File: src/rtl/load_store_unit.sv
// Load/store stage: one handshaked data-memory access per load/store, with byte-lane steering,
// sign/zero extension, alignment/legality checks and a bus timeout; stalls the core while busy.
module load_store_unit #(
  parameter int TIMEOUT = 16,
  parameter int CNT_W   = 5
) (
  input  logic        i_clk,
  input  logic        i_reset,
  input  logic        i_req_valid,
  input  logic        i_req_is_store,
  input  logic [2:0]  i_req_funct3,
  input  logic [31:0] i_req_addr,
  input  logic [31:0] i_req_wdata,
  output logic        o_stall,
  output logic        o_done,
  output logic [31:0] o_load_data,
  output logic        o_err_misaligned,
  output logic        o_err_illegal,
  output logic        o_err_bus,
  output logic        o_mem_req,
  output logic        o_mem_we,
  output logic [31:0] o_mem_addr,
  output logic [3:0]  o_mem_wstrb,
  output logic [31:0] o_mem_wdata,
  input  logic        i_mem_ack,
  input  logic [31:0] i_mem_rdata
);

  typedef enum logic [1:0] {S_IDLE, S_REQ, S_DONE, S_ERR} state_t;

  state_t           r_state;
  logic [CNT_W-1:0] r_cnt;
  logic [1:0]       r_off;
  logic [2:0]       r_f3;

  logic        w_illegal;
  logic        w_misaligned;
  logic        w_timeout;
  logic [3:0]  w_wstrb;
  logic [31:0] w_wdata;
  logic [31:0] w_byte_lane;
  logic [31:0] w_half_lane;
  logic [31:0] w_ld;

  assign w_illegal = (i_req_funct3 == 3'b011) || (i_req_funct3 == 3'b110) ||
                     (i_req_funct3 == 3'b111) || (i_req_is_store && i_req_funct3[2]);
  assign w_misaligned = ((i_req_funct3[1:0] == 2'b01) && i_req_addr[0]) ||
                        ((i_req_funct3[1:0] == 2'b10) && (i_req_addr[1:0] != 2'b00));
  // Last REQ cycle allowed without ack; an ack in that same cycle still completes normally.
  assign w_timeout = (TIMEOUT != 0) && (r_cnt == CNT_W'(TIMEOUT - 1));

  assign o_stall = ((r_state == S_IDLE) && i_req_valid) || (r_state == S_REQ);

  always_comb begin
    w_wstrb = 4'b1111;
    w_wdata = i_req_wdata;
    case (i_req_funct3[1:0])
      2'b00: begin
        w_wstrb = 4'b0001 << i_req_addr[1:0];
        w_wdata = {4{i_req_wdata[7:0]}};
      end
      2'b01: begin
        w_wstrb = 4'b0011 << {i_req_addr[1], 1'b0};
        w_wdata = {2{i_req_wdata[15:0]}};
      end
      default: ;
    endcase
    if (!i_req_is_store) w_wstrb = 4'b0000;
  end

  assign w_byte_lane = i_mem_rdata >> {r_off, 3'b000};
  assign w_half_lane = i_mem_rdata >> {r_off[1], 4'b0000};

  always_comb begin
    w_ld = i_mem_rdata;
    case (r_f3)
      3'b000:  w_ld = {{24{w_byte_lane[7]}}, w_byte_lane[7:0]};
      3'b100:  w_ld = {24'd0, w_byte_lane[7:0]};
      3'b001:  w_ld = {{16{w_half_lane[15]}}, w_half_lane[15:0]};
      3'b101:  w_ld = {16'd0, w_half_lane[15:0]};
      default: ;
    endcase
  end

  always_ff @(posedge i_clk) begin
    if (i_reset) begin
      r_state          <= S_IDLE;
      r_cnt            <= '0;
      r_off            <= 2'b00;
      r_f3             <= 3'b000;
      o_done           <= 1'b0;
      o_load_data      <= 32'd0;
      o_err_misaligned <= 1'b0;
      o_err_illegal    <= 1'b0;
      o_err_bus        <= 1'b0;
      o_mem_req        <= 1'b0;
      o_mem_we         <= 1'b0;
      o_mem_addr       <= 32'd0;
      o_mem_wstrb      <= 4'd0;
      o_mem_wdata      <= 32'd0;
    end else begin
      o_done           <= 1'b0;
      o_err_misaligned <= 1'b0;
      o_err_illegal    <= 1'b0;
      o_err_bus        <= 1'b0;
      case (r_state)
        S_IDLE: begin
          r_cnt <= '0;
          if (i_req_valid) begin
            if (w_illegal) begin
              r_state       <= S_ERR;
              o_done        <= 1'b1;
              o_err_illegal <= 1'b1;
            end else if (w_misaligned) begin
              r_state          <= S_ERR;
              o_done           <= 1'b1;
              o_err_misaligned <= 1'b1;
            end else begin
              r_state     <= S_REQ;
              r_off       <= i_req_addr[1:0];
              r_f3        <= i_req_funct3;
              o_mem_req   <= 1'b1;
              o_mem_we    <= i_req_is_store;
              o_mem_addr  <= {i_req_addr[31:2], 2'b00};
              o_mem_wstrb <= w_wstrb;
              o_mem_wdata <= w_wdata;
            end
          end
        end
        S_REQ: begin
          if (i_mem_ack) begin
            r_state   <= S_DONE;
            o_mem_req <= 1'b0;
            o_done    <= 1'b1;
            if (!o_mem_we) o_load_data <= w_ld;
          end else if (w_timeout) begin
            r_state   <= S_ERR;
            o_mem_req <= 1'b0;
            o_done    <= 1'b1;
            o_err_bus <= 1'b1;
          end else begin
            r_cnt <= r_cnt + 1'b1;
          end
        end
        S_DONE:  r_state <= S_IDLE;
        S_ERR:   r_state <= S_IDLE;
        default: r_state <= S_IDLE;
      endcase
    end
  end

endmodule
File: config.mk
export PLATFORM = sky130hd
export DESIGN_NAME = load_store_unit
export DESIGN_NICKNAME = d
export VERILOG_FILES = /design/src/rtl/load_store_unit.sv
export SDC_FILE = /design/constraint.sdc
export NUM_CORES = 1
export LEC_CHECK = 0
export CAP_MARGIN = 20
export CORE_MARGIN = 10
export CORE_UTILIZATION = 40
export DETAILED_ROUTE_END_ITERATION = 8
export PLACE_DENSITY = 0.73
export SLEW_MARGIN = 20
export SYNTH_ARGS = -nofsm -noshare
export SYNTH_HDL_FRONTEND = slang
export SYNTH_SLANG_ARGS = --single-unit
export TNS_END_PERCENT = 20
File: constraint.sdc
create_clock -name i_clk -period 4 [get_ports i_clk]
set_input_delay 0.6 -clock i_clk [delete_from_list [all_inputs] [get_ports i_clk]]
set_output_delay 0.6 -clock i_clk [all_outputs]
set_load 0.01 [all_outputs]
==> flow_summary.ini <==
[status]
outcome = finished, final reports clean

[floorplanning]
rows = 41
core-area_mm2 = 0.01257
die_x_um = 132.9
fp.dieArea_mm2 = 0.01765
initial_utilization = 0.4054
fp.dieH_um = 132.9
num_io_pins = 211

[routing]
drt_iter0_drc = 510
postRouteAntennaNets = 0
avgViaCountPerCell = 5.366
routed_wl_um = 18260
num_vias = 5350
post_drt_wl_per_cell_um = 18.31
drcViolationCount = 0
firstDrtPassIters = 5

[synth]
synth_edf_count = 0
synthCells = 634
synth_cell_types = 51
syn_avg_cell_area_um2 = 8.036
syn-cell-area_mm2 = 0.005095
synth_top_area_frac = 0.4558
synth_warnings = 0
async_flop_share = 0
ys_ff_latch = 116
synth-seq-area-share = 0.4558
ys.flop_type = dfxtp_1
synthTopCellsByArea = dfxtp_1 (46%), nand2_1 (12%), a21oi_1 (6.2%)
synth_top_cell_by_area = dfxtp_1

[setup_path]
crit_required_ns = 4.26
cp.buffers_inverters = 1
endpoint_kind = flip-flop
slowest_delay_ns = 0.98
start_kind = flip-flop
worst_path_max_delay_cell = dfxtp_1
timing.critical_path.cells = inv_1, and3_1, o31ai_4, a211oi_1
critical-path-top-delay-family = flip-flops
crit_arrival_ns = 3.06
critical_path_class = reg -> reg
path_max_fanout = 28

[sta]
fin_crit_ns = 2.798
setup_viol = 0
hold_viol = 0
final.setup.tns_ns = 0
min_period_over_period = 0.6994
clock.fmax_ghz = 0.3574
finClkSkew_ns = 0.009127
rsz0062_at_grt = false
maxSlewViolCount = 0
slew_headroom = 0.3270
tightest_slew_ns = 1.008

[place]
dp_hpwl_um = 13290
dpl_cell_area_mm2 = 0.007224
place.gp.congestion = 0.9370
io_buffer_count = 208

[power_and_ir_drop]
powerDensity_mw_per_mm2 = 414.7
ir_drop_uv = 272.2
power_mw = 3.238
power_leakage_nw = 2.700

[clock_tree]
ctsHoldBuffers = 0
cts_max_path_buffers = 2
post_cts_buffers = 0
cts-resized-gates = 0
cts_tree = built
cts-root-buf = clkbuf_16
clkTransAtPathRegs_ns = 0.05
clock_insertion_delay_worst_skew_ns = 0.42
clock-sinks = 116
cts-buffers-inserted = 17
htreeDepth = 4

[job]
cap_violations = 0

[worst_hold_path]
hold_path_class = reg -> reg

[grt]
grt_pass1_vias = 5301
antenna_found_initial = 0
grt_pass1_wl_um = 29040
grt.total_usage = 0.2028
grt_max_degree = 114
grt_overflow = 0

[final_layout]
diodes = 0
post-route-cell-area_mm2 = 0.007807
syn_to_final_growth_pct = 53.24
finalNetCount = 920
layout-drive-gt1-share = 0.06182
layout make-up:
cell class,instances,area [µm²]
multi-input combinational,460,2527
clock inverter,4,70.07
fill,1097,4761
timing repair buffer,215,2148
tap,172,215.2
inverter,4,15.01
sequential,116,2322
clock buffer,26,509.2
cell families (layout without fill, tap and decap cells):
group                    Yosys count  after routing  synth area share
other                              1              2         0.0007360
adder cells (fa/ha/maj)            2              2          0.004911
flip-flops                       116            116            0.4558
AO/OA/AOI/OAI                    172            172            0.2141
multiplexers                      27             27           0.05968
buffers and inverters             59            249           0.05132
AND/OR/NAND/NOR                  257            257            0.2134
worst min-delay path, stage by stage (launching register included):
cell	delay, ns
dfxtp_1	0.30
nand2_1	0.05
a21oi_1	0.05
flip-flops by register name (all words and copies together) (netlist names), 2 cells and up:
name	cells
r_off	2
o_mem_addr	30
o_load_data	32
r_cnt	5
r_state	2
o_mem_wdata	32
o_mem_wstrb	4
r_f3	3
where the power goes:
group | switching, mW | internal (mW)
registers | 0.0388 | 1.21
clock network | 0.501 | 0.989
logic | 0.234 | 0.261
total | 0.774 | 2.46
final timing paths:
| kind | start | cells after the start | to | slack, ns |
|---|---|---|---|---|
| max | r_f3[1] | 4 | o_load_data[17] | 1.20 |
| min | o_mem_addr[9] | 2 | o_mem_addr[9] | 0.45 |
| max reg2reg | r_f3[1] | 4 | o_load_data[17] | 1.20 |
| min reg2reg | o_mem_addr[9] | 2 | o_mem_addr[9] | 0.45 |
cell usage after synthesis, types with 3 or more instances:
library cell    n
nand2_1       165
o22a_1          4
mux2_2          7
dfxtp_1       116
o22ai_1         5
buf_4           3
o21a_1          3
o211ai_1        3
buf_2          10
clkbuf_1       39
o21ai_0        36
nor2b_1         4
nand3_1         3
a221oi_1        8
nor2_1         55
mux2i_1        18
a311oi_1        8
nor4_1          3
nand2b_1        7
o221ai_1        5
a211oi_1       27
inv_1           4
and3_1          3
a21oi_1        63
through the flow:
step	hold WS (ns)	util	cells	setup WS, ns
finish	0.4511	0.6212	997	1.202
global route	0.4735	0.6212	997	0.9817
CTS	0.4537	0.6209	997	1.226
detailed placement	0.4479	0.5748	967	0.9593
global placement	0.4411	0.5748	967	1.085
floorplan	0.4500	-	635	2.039
metal layers:
metal / global-route usage / share of wire / wire length (µm)
met5: 0 / 0 / 0
met4: 0.08985 / 0.030 / 546
met3: 0.08668 / 0.10 / 1823
met2: 0.3088 / 0.46 / 8313
met1: 0.2430 / 0.41 / 7571
cell usage in the layout, fill, tap and decap left out, drive strengths merged, types with 3 or more instances in the layout:
master         synthesis  layout
clkdlybuf4s50          0     207
o221ai                 5       5
o22ai                  5       5
buf                   15       8
nand2b                 7       7
nand3                  3       3
a311oi                 8       8
dfxtp                116     116
nand2                165     165
o22a                   4       4
nor2                  55      55
inv                    4       4
a211oi                28      28
nor4                   3       3
mux2i                 18      18
o21ai                 36      36
o21a                   3       3
mux2                   7       7
o211ai                 3       3
and3                   3       3
or3                    3       3
a21oi                 63      63
nor2b                  4       4
clkbuf                40      26
a221oi                 8       8
Note: power is estimated with default switching activity, not from simulation.
